## src/rtl/instr_fetch_ctrl.sv

```systemverilog
// Fetch sequencer: owns the PC, reads a single-cycle instruction memory and presents each
// fetched word to the decoder through a registered valid/ready output stage.
module instr_fetch_ctrl #(
  parameter int                 ADDR_W    = 8,
  parameter int                 DATA_W    = 32,
  parameter logic [ADDR_W-1:0]  RESET_PC  = '0,
  parameter logic [DATA_W-1:0]  HALT_WORD = 32'hFC000000,
  parameter int                 CNT_W     = 16
) (
  input  logic              clk,
  input  logic              rst,
  input  logic              start,
  input  logic              redirect,
  input  logic [ADDR_W-1:0] redirect_pc,
  output logic [ADDR_W-1:0] imem_addr,
  input  logic [DATA_W-1:0] imem_rd,
  output logic [DATA_W-1:0] instr,
  output logic [ADDR_W-1:0] instr_pc,
  output logic              instr_valid,
  input  logic              instr_ready,
  output logic              halted,
  output logic [CNT_W-1:0]  issue_cnt
);

  typedef enum logic [1:0] {
    S_IDLE = 2'b00,
    S_RUN  = 2'b01,
    S_HALT = 2'b10
  } state_t;

  state_t            state, state_nxt;
  logic [ADDR_W-1:0] pc, pc_nxt;
  logic              load, flush, halt_set, halt_clr;
  logic              slot_free, is_halt;

  function automatic logic [CNT_W-1:0] sat_inc(input logic [CNT_W-1:0] v);
    return (&v) ? v : v + CNT_W'(1);
  endfunction

  assign imem_addr = pc;
  assign slot_free = !instr_valid || instr_ready;
  assign is_halt   = (imem_rd == HALT_WORD);

  always_ff @(posedge clk) begin
    if (rst) state <= S_IDLE;
    else     state <= state_nxt;
  end

  always_comb begin
    state_nxt = state;
    pc_nxt    = pc;
    load      = 1'b0;
    flush     = 1'b0;
    halt_set  = 1'b0;
    halt_clr  = 1'b0;
    case (state)
      S_IDLE: begin
        if (redirect) pc_nxt = redirect_pc;
        if (start)    state_nxt = S_RUN;
      end
      S_RUN: begin
        if (redirect) begin
          pc_nxt = redirect_pc;
          flush  = 1'b1;
        end else if (slot_free) begin
          if (is_halt) begin
            // Halt word is consumed by the sequencer itself; pc stays on it.
            state_nxt = S_HALT;
            halt_set  = 1'b1;
            flush     = 1'b1;
          end else begin
            load   = 1'b1;
            pc_nxt = pc + ADDR_W'(1);
          end
        end
      end
      S_HALT: begin
        if (redirect) begin
          pc_nxt    = redirect_pc;
          halt_clr  = 1'b1;
          state_nxt = S_RUN;
        end
      end
      default: state_nxt = S_IDLE;
    endcase
  end

  // Output stage: registered word, its address and the handshake valid
  always_ff @(posedge clk) begin
    if (rst) begin
      pc          <= RESET_PC;
      instr       <= '0;
      instr_pc    <= '0;
      instr_valid <= 1'b0;
      halted      <= 1'b0;
      issue_cnt   <= '0;
    end else begin
      pc <= pc_nxt;
      if (load) begin
        instr       <= imem_rd;
        instr_pc    <= pc;
        instr_valid <= 1'b1;
        issue_cnt   <= sat_inc(issue_cnt);
      end else if (flush) begin
        instr_valid <= 1'b0;
      end
      if (halt_set)      halted <= 1'b1;
      else if (halt_clr) halted <= 1'b0;
    end
  end

endmodule
```

## config.mk

```make
export PLATFORM = sky130hd
export DESIGN_NAME = instr_fetch_ctrl
export DESIGN_NICKNAME = d
export VERILOG_FILES = /design/src/rtl/instr_fetch_ctrl.sv
export SDC_FILE = /design/constraint.sdc
export NUM_CORES = 1
export LEC_CHECK = 0
export CELL_PAD_IN_SITES_DETAIL_PLACEMENT = 0
export CELL_PAD_IN_SITES_GLOBAL_PLACEMENT = 1
export CORE_MARGIN = 10
export CORE_UTILIZATION = 30
export CTS_BUF_LIST = sky130_fd_sc_hd__clkbuf_2 sky130_fd_sc_hd__clkbuf_4 sky130_fd_sc_hd__clkbuf_8
export DETAILED_ROUTE_END_ITERATION = 7
export GPL_TIMING_DRIVEN = 0
export PLACE_DENSITY = 0.79
export SKIP_LAST_GASP = 1
export SLEW_MARGIN = 15
export SYNTH_ARGS = -nofsm -noshare
export SYNTH_HDL_FRONTEND = slang
export SYNTH_SLANG_ARGS = --single-unit
export TNS_END_PERCENT = 30
```

## constraint.sdc

```tcl
create_clock -name clk -period 1.97 [get_ports clk]
set_clock_uncertainty 0.05 [all_clocks]
set_input_delay 0.394 -clock clk [delete_from_list [all_inputs] [get_ports clk]]
set_output_delay 0.394 -clock clk [all_outputs]
set_load 0.05 [all_outputs]
```

==> impl_metrics.yaml, run 1 <==
floorplan:
  initial_utilization_pct: 30.9
  rows: 37
  fp.dieArea_sq_um: 15200
  core_area_sq_um: 10400
  fp.dieW_microns: 123
  die_y_microns: 123
  pin_count: 111
pwr:
  p_per_area_nw_per_um2: 665
  vdd_drop_max_mv: 0.469
  leakage_nw: 2.12
synthesis:
  avgSynthCellArea_sq_um: 9.33
  synth_area_sq_um: 3200
  async_reset_ff_share_pct: 0
  synth_nets: 390
  synth_edf_count: 0
  ys.flop_type: "dfxtp_1"
  synthDistinctLibCells: 62
  synth-seq-cells: 68
  synthCells: 343
  ys_seq_area_share_pct: 42.5
  ys_warn_count: 0
worst_setup_path:
  crit_required_ns: 1.53
  worstPathArrival_ns: 1.56
  cp_max_fo: 6
  worstPathCellList: "clkdlybuf4s50_1"
  cpLargestDelayFamily: "buffers and inverters"
  slowest_delay_ns: 0.83
  crit_slowest_cell: "clkdlybuf4s50_1"
  crit_path_start_kind: "flip-flop"
  cp_num_buf_inv: 1
  endpoint_kind: "output port"
  path_class: "flip-flop to output port"
placement:
  portBuffers: 108
  dp_hpwl_microns: 7960
  gp_congestion: 0.758
  dpl-instance-area_sq_um: 4480
  dp_cells: 587
routing:
  post-route-drc-count: 0
  via_count: 3170
  drt_wl_total_microns: 11000
  ant_nets: 0
  drt-pass1-iter-count: 4
  drtIter0Drc: 98
  vias_per_cell: 5.06
  wl_per_cell_microns: 17.6
global_routing:
  grt_use_total_pct: 13.9
  antenna_found_initial: 1
  grt_pass1_vias: 3182
  grt_start_max_net_pins: 13
  overflow: 0
  grt_pass1_wl_microns: 16800
sta:
  slew_headroom_pct: 57.3
  rsz0062_at_grt: "yes"
  hold_violations: 0
  final-max-slew-violation-count: 0
  finalCritPeriodShare_pct: 102
  period_minus_slack_ns: 2.01
  worst_pin_slew_ns: 0.640
  postLayoutSetupSlackWorst_ns: -0.0381
  fin_hold_ws_ns: 0.318
  setup_viol: 15
  max_freq_ghz: 0.498
clock_network:
  cts_buffer_depth: 2
  worstSkewPairLatency_ns: 0.34
  cts_sinks: 68
  h-tree-depth: 3
  clk_pin_slew_worst_paths_ns: 0.08
  cts_tree: "done"
  clockRootBuffer: "clkbuf_8"
  cts_buffers: 9
final_layout:
  fill_cells: 1001
  syn_to_final_growth_pct: 61.4
  final_cell_mix: "clkdlybuf4s50_1 (69), dfxtp_1 (53), nor2_1 (46), mux2i_1 (41), dlymetal6s2s_1 (24)"
  final_cells: 626
  final_cell_area_sq_um: 5160
  num-nets-final: 531
  mostFrequentLayoutCell: "clkdlybuf4s50_1"
  layout-drive-gt1-share_pct: 20.0
status:
  violations: "negative setup slack"
  status: "finished with violations"
job:
  drv_cap: 0
min_path:
  holdCritPathClass: "input pin to flip-flop"
[per-stage QoR]
stage / worst slack (ns) / power, mW / utilization, % / TNS (ns)
2_1_floorplan: -0.0540 / 1.84 / - / -0.0591
3_3_place_gp: -0.869 / 2.10 / 43.2 / -41.89
3_5_place_dp: -0.855 / 2.10 / 43.2 / -41.49
4_1_cts: -0.131 / 3.46 / 46.6 / -2.25
5_1_grt: -0.124 / 3.59 / 49.8 / -3.39
6_report: -0.0381 / 3.44 / 49.8 / -0.280
[cells in the mapped netlist, drive strengths merged, types with 9 or more instances]
| cell type | count | area, sq um |
|---|---|---|
| a21oi | 17 | 85.1 |
| buf | 10 | 77.6 |
| clkbuf | 9 | 33.8 |
| dfxtp | 68 | 1360 |
| mux2i | 41 | 410 |
| nand2 | 20 | 75.1 |
| nor2 | 49 | 191 |
| nor4 | 9 | 68.8 |
| o21ai | 14 | 73.8 |
| o31ai | 11 | 82.6 |
| or4 | 10 | 78.8 |
[cells by family (layout without fill, tap and decap cells)]
| family | Yosys count | in the layout | synth area share [%] |
|---|---|---|---|
| compound gates | 65 | 66 | 14.1 |
| fa+ha+maj | 2 | 2 | 0.782 |
| flops | 68 | 68 | 42.6 |
| simple gates | 142 | 142 | 25.2 |
| mux | 42 | 42 | 13.3 |
| other cells | 0 | 1 | 0 |
| buf+inv | 24 | 169 | 4.07 |
[where the power goes]
part	leakage [nW]	switching, mW	total [mW]	internal [mW]
clock network	0.113	0.573	1.34	0.766
logic	1.44	0.373	0.629	0.256
registers	0.561	0.0451	1.47	1.42
total	2.12	0.991	3.44	2.45
[cell type report]
class / instances / area, sq um / share of cell area (%)
multi-input combinational: 252 / 1880 / 36.3
buffer: 19 / 165 / 3.20
antenna: 1 / 2.50 / 0.0484
timing repair buffer: 129 / 1320 / 25.5
clock inverter: 5 / 85.1 / 1.65
sequential: 68 / 1390 / 26.8
clock buffer: 11 / 145 / 2.81
inverter: 5 / 18.8 / 0.363
tap: 136 / 170 / 3.29
[flip-flops by register name (all words and copies together) (netlist names)]
signal       cells
issue_cnt       16
instr           32
imem_addr        8
halted           1
state            2
instr_pc         8
instr_valid      1
[per-layer routing]
layer	GRT usage (%)	part of all wire, %	vias to the layer above
li1	-	-	1566
met1	16.1	43	1478
met2	21.7	44	111
met3	8.52	12	15
met4	2.40	1.3	0
met5	0	0	-
[worst paths after layout]
check	start	end	slack [ns]	cells after the start
min	imem_rd[23]	instr[23]	0.32	3
min reg2reg	halted	halted	0.41	2
max	issue_cnt[8]	issue_cnt[8]	-0.04	1
max reg2reg	issue_cnt[0]	issue_cnt[10]	-0.03	7
[repair_timing]
| item | 4_1_cts | 5_1_grt |
|---|---|---|
| endpoints found under the setup margin | 114 | 126 |
| cloned | 0 | 2 |
| gates resized for setup | 35 | 51 |
| setup buffers | 7 | 13 |
| pin swaps | 12 | 16 |
| hold buffers | 0 | 0 |
(Power assumes the default switching activity.)
==> run 2, diff against run 1 <==
--- a/config.mk
+++ b/config.mk
@@ -13,7 +13,6 @@
 export DETAILED_ROUTE_END_ITERATION = 7
 export GPL_TIMING_DRIVEN = 0
 export PLACE_DENSITY = 0.79
-export SKIP_LAST_GASP = 1
 export SLEW_MARGIN = 15
 export SYNTH_ARGS = -nofsm -noshare
 export SYNTH_HDL_FRONTEND = slang
==> run 2 against run 1 <==
The run still ends with negative setup slack left. Die area unchanged. Register-to-register slack about the same. Hold slack worse by 0.044 ns. Critical path depth up 6. Count of clock-buffer cells in the layout unchanged. Global-route usage about the same. Flip-flop and latch count unchanged. Total power down 0.71%. Cell area down 2.1%. Final cell count down 1.3%. First-iteration DRC count up 10%. Critical path type is now flip-flop to flip-flop. Critical endpoint is now issue_cnt[10].
==> impl_metrics.yaml, run 2 (synthesis results as in run 1) <==
sta:
  slew_headroom_pct: 58.5
  hold_violations: 0
  rsz0062_at_grt: "yes"
  setup_viol: 5
  max_freq_ghz: 0.503
  final-max-slew-violation-count: 0
  finalCritPeriodShare_pct: 101
  period_minus_slack_ns: 1.99
  worst_pin_slew_ns: 0.622
  postLayoutSetupSlackWorst_ns: -0.0174
routing:
  ant_nets: 0
  post-route-drc-count: 0
  via_count: 3128
  wl_per_cell_microns: 17.6
  drt-pass1-iter-count: 4
  vias_per_cell: 5.06
  drt_wl_total_microns: 10900
  drtIter0Drc: 108
worst_setup_path:
  cp_max_fo: 8
  crit_cells: 7
  rr_worst_depth: 7
  r2r_slack_ns: -0.02
  path_class: "flip-flop to flip-flop"
  crit_slowest_cell: "or4_4"
  crit_path_start_kind: "flip-flop"
  cp_num_buf_inv: 1
  worstPathArrival_ns: 2.17
  crit_required_ns: 2.15
  crit-reg2reg-launch: "issue_cnt[0]"
  endpoint_kind: "flip-flop"
  cp-startpoint: "issue_cnt[0]"
  slowest_delay_ns: 0.54
  worstReg2RegEnd: "issue_cnt[10]"
  worstPathCellList: "ha_4, nand3_4, or4_4, nor2_4, buf_6, nor4_4, mux2_4"
  cpLargestDelayFamily: "simple AND/OR/NAND/NOR gates"
  crit_path_end: "issue_cnt[10]"
pwr:
  p_per_area_nw_per_um2: 675
  totalPowerFinal_mw: 3.41
  vdd_drop_max_mv: 0.392
  leakage_nw: 2.39
floorplan:
  initial_utilization_pct: 30.9
  rows: 37
  fp.dieW_microns: 123
  fp.dieArea_sq_um: 15200
  core_area_sq_um: 10400
  die_y_microns: 123
  pin_count: 111
job:
  drv_cap: 0
final_layout:
  multi_input_area_sq_um: 1860
  layout-drive-gt1-share_pct: 17.9
  fin_util_pct: 48.8
  final_cell_area_sq_um: 5060
  syn_to_final_growth_pct: 58.1
  largestRegisters: "instr x32, issue_cnt x16"
  largest_register_ffs: 32
  mostFrequentLayoutCell: "dlygate4sd2_1"
  top_register: "instr"
  layout.area.seq_sq_um: 1390
  final_cell_mix: "dlygate4sd2_1 (61), dfxtp_1 (53), nor2_1 (46), mux2i_1 (41), dlymetal6s2s_1 (30)"
  fill_cells: 1032
  num-nets-final: 523
status:
  violations: "negative setup slack"
  status: "finished with violations"
global_routing:
  overflow: 0
  grt_pass1_vias: 3198
  grt_use_total_pct: 13.9
  antenna_found_initial: 1
  grt_pass1_wl_microns: 16800
  grt_start_max_net_pins: 13
clock_network:
  cts_sinks: 68
  h-tree-depth: 3
  worstSkewPairLatency_ns: 0.34
  cts_buffers: 9
  cts_tree: "done"
  clk_pin_slew_worst_paths_ns: 0.08
  hold_buffers: 0
  cts_buffer_depth: 2
  clockRootBuffer: "clkbuf_8"
placement:
  gp_congestion: 0.758
  place_ws_ns: -0.855
  portBuffers: 108
  dp_hpwl_microns: 7960
  dpl-instance-area_sq_um: 4480
min_path:
  holdCritPathClass: "input pin to flip-flop"
==> run 2: routing by layer <==
layer  GRT usage, %  share of wire [%]
met1           16.0                 42
met2           21.8                 45
met3           8.39                 12
met4           2.40               0.63
met5              0                  0
==> run 2: worst min path at each step <==
stage / cells after the start / start / slack (ns) / end
floorplan: 2 / state[1] / 0.45 / state[1]
global placement: 2 / halted / 0.40 / halted
detailed placement: 2 / halted / 0.40 / halted
CTS: 2 / redirect / 0.32 / state[1]
global route: 3 / imem_rd[27] / 0.30 / instr[27]
finish: 3 / imem_rd[27] / 0.27 / instr[27]
==> run 2: power breakdown <==
group          switching, mW  internal (mW)  leakage (nW)
Clock                  0.570          0.767         0.113
Sequential            0.0445           1.42         0.561
Combinational          0.372          0.236          1.71
==> run 2: layout make-up <==
type | count | share of cell area (%)
Buffer | 19 | 3.19
Timing Repair Buffer | 122 | 24.4
Multi-Input combinational cell | 251 | 36.7
Sequential cell | 68 | 27.4
Inverter | 5 | 0.371
Tap cell | 136 | 3.36
Clock buffer | 11 | 2.87
Clock inverter | 5 | 1.68
Antenna cell | 1 | 0.0495
==> run 2: repair_timing <==
action,4_1_cts,5_1_grt
gates resized for setup,83,51
endpoints found under the setup margin,114,80
pin swaps,12,14
cloned,0,2
buffers inserted,7,5
==> run 2: worst reg2reg max path, delay by kind of cell, from the launching register on <==
family	cells	cell delay, ns
and+or+nand+nor	4	0.83
DFF	1	0.39
muxes	1	0.28
buffers and inverters	1	0.17
adders and majority gates	1	0.16
==> run 2: metrics by stage <==
step	std cells	setup TNS, ns	hold slack (ns)
finish	618	-0.0474	0.275
global route	618	-1.07	0.297
CTS	610	-0.373	0.322
detailed placement	587	-41.49	0.401
global placement	587	-41.89	0.402
floorplan	343	-0.0591	0.446
==> run 3, diff against run 2 <==
--- a/config.mk
+++ b/config.mk
@@ -13,6 +13,7 @@
 export DETAILED_ROUTE_END_ITERATION = 7
 export GPL_TIMING_DRIVEN = 0
 export PLACE_DENSITY = 0.79
+export REMOVE_ABC_BUFFERS = 1
 export SLEW_MARGIN = 15
 export SYNTH_ARGS = -nofsm -noshare
 export SYNTH_HDL_FRONTEND = slang
==> run 3 against run 2 <==
The flow still finishes with violations (negative setup slack). Non-clock buffer count down 7. Combinational power shrank 5.3%. Core utilization down 1.9 points. Count of clock-buffer cells in the layout shrank 2. Setup slack got worse by 0.0013 ns. Largest cell class unchanged.
==> impl_metrics.yaml, run 3 (synthesis results as in run 1) <==
status:
  status: "finished with violations"
  violations: "negative setup slack"
routing:
  drtIter0Drc: 198
  drt-pass1-iter-count: 4
  wl_per_cell_microns: 17.2
  ant_nets: 0
  post-route-drc-count: 0
  vias_per_cell: 5.04
  via_count: 3083
  drt_wl_total_microns: 10500
sta:
  slew_headroom_pct: 47.7
  rsz0062_at_grt: "yes"
  fin_hold_ws_ns: 0.389
  period_minus_slack_ns: 1.99
  worst_pin_slew_ns: 0.785
  max_freq_ghz: 0.503
  finalCritPeriodShare_pct: 101
  setup_viol: 4
  final-max-slew-violation-count: 0
  postLayoutSetupSlackWorst_ns: -0.0187
  tns_ns: -0.0448
  hold_violations: 0
placement:
  place_ws_ns: -1.01
  gp_congestion: 0.793
  portBuffers: 110
  dp_hpwl_microns: 7180
global_routing:
  grt_start_max_net_pins: 71
  overflow: 0
  grt_pass1_wl_microns: 16300
  antenna_found_initial: 0
  grt_use_total_pct: 13.4
  grt_pass1_vias: 2918
clock_network:
  clockRootBuffer: "clkbuf_8"
  cts_tree: "done"
  clk_pin_slew_worst_paths_ns: 0.08
  h-tree-depth: 3
  hold_buffers: 0
  cts_buffers: 9
  cts_buffer_depth: 2
  worstSkewPairLatency_ns: 0.34
  cts_sinks: 68
final_layout:
  syn_to_final_growth_pct: 51.8
  final_cell_mix: "dlygate4sd2_1 (72), dfxtp_1 (60), nor2_1 (48), mux2i_1 (41), dlymetal6s2s_1 (23)"
  largest_register_ffs: 32
  largestRegisters: "instr x32, issue_cnt x16"
  top_register: "instr"
  fin_util_pct: 46.8
  diodes: 0
  mostFrequentLayoutCell: "dlygate4sd2_1"
  num-nets-final: 518
  layout-drive-gt1-share_pct: 16.8
floorplan:
  rows: 37
  fp.dieArea_sq_um: 15200
  die_y_microns: 123
  initial_utilization_pct: 30.9
  core_area_sq_um: 10400
  fp.dieW_microns: 123
  pin_count: 111
min_path:
  holdPathStages: 3
  worstHoldStart: "imem_rd[27]"
  hold_end: "instr[27]"
  holdCritPathClass: "input pin to flip-flop"
pwr:
  vdd_drop_max_mv: 0.375
  leakage_nw: 2.33
  switching_share_pct: 30.7
  seq_power_share_pct: 45.6
  pwr-share-comb_pct: 17.9
  totalPowerFinal_mw: 3.22
  intPower_mw: 2.23
  switching_power_mw: 0.986
  clkPwrFrac_pct: 36.5
  p_per_area_nw_per_um2: 662
worst_setup_path:
  path_class: "input pin to flip-flop"
  crit-reg2reg-launch: "state[1]"
  cp_max_fo: 5
  r2r_slack_ns: 0.03
  crit_path_start_kind: "input pin"
  rr_worst_depth: 7
  worstPathArrival_ns: 2.21
  endpoint_kind: "flip-flop"
  worstReg2RegEnd: "issue_cnt[8]"
  crit_required_ns: 2.20
job:
  drv_cap: 0
==> run 3: cell types whose count changed in the layout (fill, tap and decap cells not counted), moves of 3 or more <==
cell             previous run  this run
dfxtp_1                    53        60
dlygate4sd2_1              61        72
nor4b_1                     1         4
or4_4                       1         5
nor4_1                      2         5
dlymetal6s2s_1             30        23
or4_1                       9         5
clkdlybuf4s50_1            17        12
clkbuf_1                    9         0
buf_6                       7         4
dfxtp_2                    13         5
buf_4                       8        19
==> run 3: final cells by class <==
| type | instances | area [sq um] |
|---|---|---|
| Clock inverter | 7 | 73.8 |
| Timing Repair Buffer | 134 | 1280 |
| Fill cell | 1033 | 5510 |
| Tap cell | 136 | 170 |
| Multi-Input combinational cell | 253 | 1810 |
| Inverter | 5 | 18.8 |
| Sequential cell | 68 | 1380 |
| Clock buffer | 9 | 124 |
==> run 3: power by group through the flow <==
| stage | sequential [mW] | clock, mW | combinational, mW |
|---|---|---|---|
| 2_1_floorplan | 1.66 | 0 | 0.156 |
| 3_3_place_gp | 1.50 | 0 | 0.590 |
| 3_5_place_dp | 1.50 | 0 | 0.594 |
| 4_1_cts | 1.47 | 1.23 | 0.572 |
| 5_1_grt | 1.47 | 1.28 | 0.614 |
| 6_report | 1.47 | 1.17 | 0.576 |
==> run 3: per-layer routing <==
metal	share of wire [%]	vias up	track usage, %
met5	0	-	0
met4	0.84	0	3.06
met3	6.6	11	4.92
met2	49	71	21.4
met1	43	1464	16.7
li1	-	1537	-
==> run 3: per-stage QoR <==
stage	std cells	cell area [sq um]
2_1_floorplan	324	3090
3_3_place_gp	570	4360
3_5_place_dp	571	4390
4_1_cts	603	4680
5_1_grt	612	4860
6_report	612	4860
==> run 3: worst max-delay path by stage <==
stage                            from            end  slack [ns]  cells after the start
after floorplan           instr_valid  issue_cnt[14]       -0.72                      5
after global placement            rst  issue_cnt[11]       -1.78                      4
after detailed placement   imem_rd[7]  issue_cnt[10]       -1.01                      6
after CTS                   instr[10]      instr[10]      0.0007                      1
after global routing      imem_rd[11]   issue_cnt[7]       -0.08                      6
final                     imem_rd[26]   issue_cnt[8]       -0.02                     10
==> run 3: worst max-delay path: stages <==
cell	delay, ns
dlygate4sd2_1	0.24
and4bb_2	0.27
nand4_1	0.11
buf_6	0.12
buf_4	0.11
o21ai_4	0.06
buf_6	0.14
buf_6	0.12
or4_4	0.50
a21oi_2	0.13
==> run 3: what timing repair did <==
item	4_1_cts	5_1_grt
pin swaps	17	7
setup endpoints to repair	107	75
hold endpoints to repair	0	0
resized for setup	92	42
cloned	2	0
buffers inserted	14	9
==> RTL change 1: new RTL, config.mk and constraints of run 2 <==
Register the output `issue_cnt` once more, cleared by the reset; this adds one clock of latency there. The other outputs are not delayed to match.
--- a/src/rtl/instr_fetch_ctrl.sv
+++ b/src/rtl/instr_fetch_ctrl.sv
@@ -28,4 +28,6 @@
     S_HALT = 2'b10
   } state_t;
+
+  logic [CNT_W-1:0] issue_cnt_s0;
 
   state_t            state, state_nxt;
@@ -94,5 +96,5 @@
       instr_valid <= 1'b0;
       halted      <= 1'b0;
-      issue_cnt   <= '0;
+      issue_cnt_s0 <= '0;
     end else begin
       pc <= pc_nxt;
@@ -101,5 +103,5 @@
         instr_pc    <= pc;
         instr_valid <= 1'b1;
-        issue_cnt   <= sat_inc(issue_cnt);
+        issue_cnt_s0 <= sat_inc(issue_cnt_s0);
       end else if (flush) begin
         instr_valid <= 1'b0;
@@ -110,3 +112,11 @@
   end
 
+  always_ff @(posedge clk) begin
+    if (rst) begin
+      issue_cnt <= '0;
+    end else begin
+      issue_cnt <= issue_cnt_s0;
+    end
+  end
+
 endmodule
Behaviour: not the same (Yosys sat finds a counterexample within 4 cycles, from zero or initial values and one cycle with rst high).
==> RTL change 1 against run 2 <==
- the run still ends with negative setup slack left
- routed wire length decreased by 2.5%
- setup slack got worse by 0.068 ns
- critical path depth increased by 1
- sequential cell count increased by 16
- hold slack got worse by 0.048 ns
- area after synthesis increased by 9.1%
- design area increased by 12%
- total power increased by 15%
- final cell count increased by 5.2%
- utilization increased by 0.64 points
- combinational power increased by 14%
- critical endpoint is now issue_cnt_s0[11]$_SDFFE_PP0P_
- largest cell class unchanged
==> RTL change 1: results (changes against run 2) <==
[route]
wl_um = 10600  ; was 10,900 µm
dr.first_iter.drc_count = 146  ; was 108
avgRoutedWirePerCell_um = 16.3  ; was 17.6 µm
vias = 3118  ; was 3,128

[sta]
maxSlewHeadroom = 0.638  ; was 0.585
holdWs_ns = 0.227  ; was 0.275 ns
fin_ws_ns = -0.0858  ; was -0.0174 ns
setup_viol = 42  ; was 5

[placed_design]
place_area_um2 = 4760  ; was 4480 µm²
port_buffers = 109  ; was 108
gp_congestion = 0.823  ; was 0.758
dpl.hpwl_um = 7320  ; was 7960 µm
place_inst = 609  ; was 587

[setup_path]
crit_arrival_ns = 2.24  ; was 2.17 ns
cp_max_fo = 5  ; was 8
cp_slowest_cell = or4b_4  ; was or4_4
r2r-start = state[1]$_SDFFE_PP0P_  ; was issue_cnt[0]$_SDFFE_PP0P_
r2r_end = issue_cnt_s0[15]$_SDFFE_PP0P_  ; was issue_cnt[10]$_SDFFE_PP0P_
crit_end = issue_cnt_s0[11]$_SDFFE_PP0P_  ; was issue_cnt[10]$_SDFFE_PP0P_

[final_layout]
drive_above_1_share = 0.237  ; was 0.179
fin_nets = 549  ; was 523
antenna_cells = 0  ; was 1
final.fill_count = 1075  ; was 1,032
top_regs = instr: 32 flops, issue_cnt: 16 flops, issue_cnt_s0: 16 flops  ; was instr: 32 flops, issue_cnt: 16 flops

[yosys]
synth_area_per_cell_um2 = 9.77  ; was 9.33 µm²
synth_area_leaders = dfxtp_1, mux2i_1, nor2_1, buf_12, nor2b_1  ; was dfxtp_1, mux2i_1, nor2_1, a21oi_1, o31ai_1
syn_nets = 404  ; was 390
ys_top_cells_by_count = dfxtp_1, nor2_1, mux2i_1  ; unchanged
synth_seq_area_share = 0.482  ; was 0.425

[hold_path]
hold_end = instr[24]$_SDFFE_PP0P_  ; was instr[27]$_SDFFE_PP0P_
hold_start = imem_rd[24]  ; was imem_rd[27]

[clock_tree]
h-tree-depth = 3  ; unchanged
clk_latency_ns = 0.35

[run_status]
outcome = complete, but fails checks  ; unchanged
violations = negative setup slack  ; unchanged

[power]
power_leakage_uw = 0.00290  ; was 0.00239 µW
vdd_drop_max_uv = 391  ; was 392 µV

[grt]
grt_pass1_wl_um = 17000  ; was 16,800 µm
first_global_vias = 3272  ; was 3,198
track_usage = 0.128  ; was 0.139
grt_max_degree = 14  ; was 13

[RTL change 1: changes by cell type in the layout (fill, tap and decap cells not counted), sizes merged, moves of 5 or more]
cell / delta
dlygate4sd2: -20
buf: +19
nor2: +17
dfxtp: +16
nor2b: +12
mux2: +10
a21oi: -8
clkdlybuf4s50: +8
nand3: +8
o21ai: -8
or4: -5
[RTL change 1: power by group through the flow]
| stage | logic [µW] | registers (µW) | clock network, µW |
|---|---|---|---|
| 3_5_place_dp | 640 | 1850 | 0 |
| 3_3_place_gp | 634 | 1840 | 0 |
| 4_1_cts | 717 | 1810 | 1480 |
| 2_1_floorplan | 211 | 2010 | 0 |
| 5_1_grt | 747 | 1810 | 1550 |
| 6_report | 694 | 1800 | 1440 |
[RTL change 1: what timing repair did]
action	4_1_cts	5_1_grt
gates cloned	7	0
endpoints found under the setup margin	104	81
gates resized for setup	137	74
buffers inserted	19	5
hold endpoints to repair	0	0
pin swaps	23	18
[RTL change 1: critical path: cells and delay by family]
kind            cells  cell delay [ns]
compound gates      1             0.23
buf+inv             3             0.35
mux                 1             0.29
simple gates        3             0.98
[RTL change 1: logic make-up (layout without fill, tap and decap cells)]
family | Yosys count | count (layout) | synth area share
adder cells (fa/ha/maj) | 2 | 2 | 0.00717
AO/OA/AOI/OAI | 35 | 35 | 0.0703
flip-flops | 84 | 84 | 0.482
multiplexers | 55 | 55 | 0.162
AND/OR/NAND/NOR | 156 | 156 | 0.224
buffers and inverters | 25 | 175 | 0.0552
[RTL change 1: layout make-up]
cell class | count | area [µm²] | area share
plain buffers | 19 | 196 | 0.0348
clock buffers | 13 | 173 | 0.0306
clock inverters | 3 | 67.6 | 0.0120
inverters | 5 | 18.8 | 0.00333
multi-input cells | 248 | 1900 | 0.337
flip-flops and latches | 84 | 1700 | 0.302
well taps | 143 | 179 | 0.0317
repair buffers | 135 | 1410 | 0.249
[RTL change 1: per-layer routing]
metal  vias up  GRT usage  share of wire
li1       1542          -              -
met1      1471      0.156           0.44
met2        95      0.195           0.46
met3         8     0.0612          0.094
met4         2     0.0391          0.011
met5         -          0        0.00085
[RTL change 1: through the flow]
stage               setup WS, ns  setup TNS [ns]
detailed placement        -0.892          -53.81
CTS                       -0.160           -4.75
global route              -0.147           -5.64
global placement          -0.885          -53.78
finish                   -0.0858           -1.81
floorplan                 -0.245          -12.20
==> RTL change 2: new RTL, config.mk and constraints of run 2 <==
Without the edit above. Set the parameter `DATA_W` to 40 (it was 32).
--- a/src/rtl/instr_fetch_ctrl.sv
+++ b/src/rtl/instr_fetch_ctrl.sv
@@ -3,5 +3,5 @@
 module instr_fetch_ctrl #(
   parameter int                 ADDR_W    = 8,
-  parameter int                 DATA_W    = 32,
+  parameter int                 DATA_W    = 40,
   parameter logic [ADDR_W-1:0]  RESET_PC  = '0,
   parameter logic [DATA_W-1:0]  HALT_WORD = 32'hFC000000,
Ports: changed (resized imem_rd and instr); port bits go from 111 to 127. The function was not compared with the original's and may differ.
==> RTL change 2 against run 2 <==
- setup slack worse by 0.024 ns
- area after synthesis increased by 9.6%
- largest cell class unchanged
- critical path depth is 1 lower
- maximum frequency down 1.2%
- routed wire length rose by 8.5%
- design area rose by 9.5%
- the flow still finishes with violations (negative setup slack)
- highest routed layer unchanged
- die area rose by 8.0%
- critical path type is now in2reg
- utilization decreased by 0.27 points
- sequential cell count grew 8
- total power is 6.4% higher
- via count is 6.7% higher
==> RTL change 2: results (changes against run 2) <==
[run_status]
outcome = complete, but fails checks  ; unchanged
violations = negative setup slack  ; unchanged

[power]
switching_share = 0.287  ; was 0.289
vdd_drop_max_uv = 368  ; was 392 µV
power_leakage_uw = 0.00284  ; was 0.00239 µW

[yosys]
synth_compound_area_frac = 0.118  ; was 0.141
synth_area_per_cell_um2 = 9.58  ; was 9.33 µm²
synth_seq_area_share = 0.434  ; was 0.425
synth_area_leaders = dfxtp_1, mux2i_1, nor2_1, a21oi_1, buf_12  ; was dfxtp_1, mux2i_1, nor2_1, a21oi_1, o31ai_1
synth-adder-area-share = 0.00714  ; was 0.00782
ys_top_cells_by_count = dfxtp_1, nor2_1, mux2i_1  ; unchanged

[sta]
fin_ws_ns = -0.0416  ; was -0.0174 ns
worst_pin_slew_ns = 0.576  ; was 0.622 ns
setup_viol = 2  ; was 5

[setup_path]
max_stage_delay_ns = 0.50  ; was 0.54 ns
crit_arrival_ns = 2.20  ; was 2.17 ns

[grt]
grt_util_met3 = 0.0852  ; was 0.0839
track_usage = 0.141  ; was 0.139
grt_pass1_wl_um = 18700  ; was 16,800 µm
antenna_found_initial = 0  ; was 1

[placed_design]
place_area_um2 = 4990  ; was 4480 µm²
dpl.hpwl_um = 8730  ; was 7960 µm
dp_slack_ns = -1.07  ; was -0.855 ns
gp_congestion = 0.812  ; was 0.758

[final_layout]
top_regs = instr: 40 flops, issue_cnt: 16 flops  ; was instr: 32 flops, issue_cnt: 16 flops

[route]
met2_wirelength_um = 5340  ; was 4950 µm
vias = 3337  ; was 3,128
avgRoutedWirePerCell_um = 17.7  ; was 17.6 µm

==> RTL change 2: final cells by class <==
cell class	count	area, µm²	area share
Clock buffer	14	180	0.0325
Clock inverter	1	30.0	0.00542
Timing Repair Buffer	144	1360	0.246
Sequential cell	76	1550	0.280
Tap cell	143	179	0.0323
Multi-Input combinational cell	264	2040	0.368
Inverter	6	22.5	0.00407
Antenna cell	1	2.50	0.000452
Buffer	19	171	0.0309
==> RTL change 2: logic make-up (layout without fill, tap and decap cells) <==
logic type	after synthesis	in the layout
adder cells (fa/ha/maj)	2	2
flip-flops	76	76
AO/OA/AOI/OAI	59	59
multiplexers	55	55
AND/OR/NAND/NOR	148	148
other	0	1
buffers and inverters	26	184
==> RTL change 2: path summary, 6_finish.rpt <==
| kind | start | to | slack (ns) | cells past startpoint |
|---|---|---|---|---|
| min reg2reg | halted$_SDFFE_PP0P_ | halted$_SDFFE_PP0P_ | 0.42 | 2 |
| max reg2reg | issue_cnt[14]$_SDFFE_PP0P_ | issue_cnt[7]$_SDFFE_PP0P_ | 0.01 | 5 |
| max | instr_ready | issue_cnt[9]$_SDFFE_PP0P_ | -0.04 | 6 |
| min | imem_rd[34] | instr[34]$_SDFFE_PP0P_ | 0.24 | 3 |
==> RTL change 2: power by group through the flow <==
stage / logic, µW / clock network, µW / registers [µW]
global placement: 705 / 0 / 1670
floorplan: 224 / 0 / 1860
CTS: 721 / 1300 / 1640
finish: 721 / 1270 / 1640
global route: 767 / 1370 / 1650
detailed placement: 709 / 0 / 1680
==> RTL change 2: what timing repair did <==
item	4_1_cts	5_1_grt
hold buffers	0	0
pin swaps	14	12
endpoints found under the setup margin	131	86
setup buffers	11	6
gates resized for setup	177	59
gates cloned	3	0
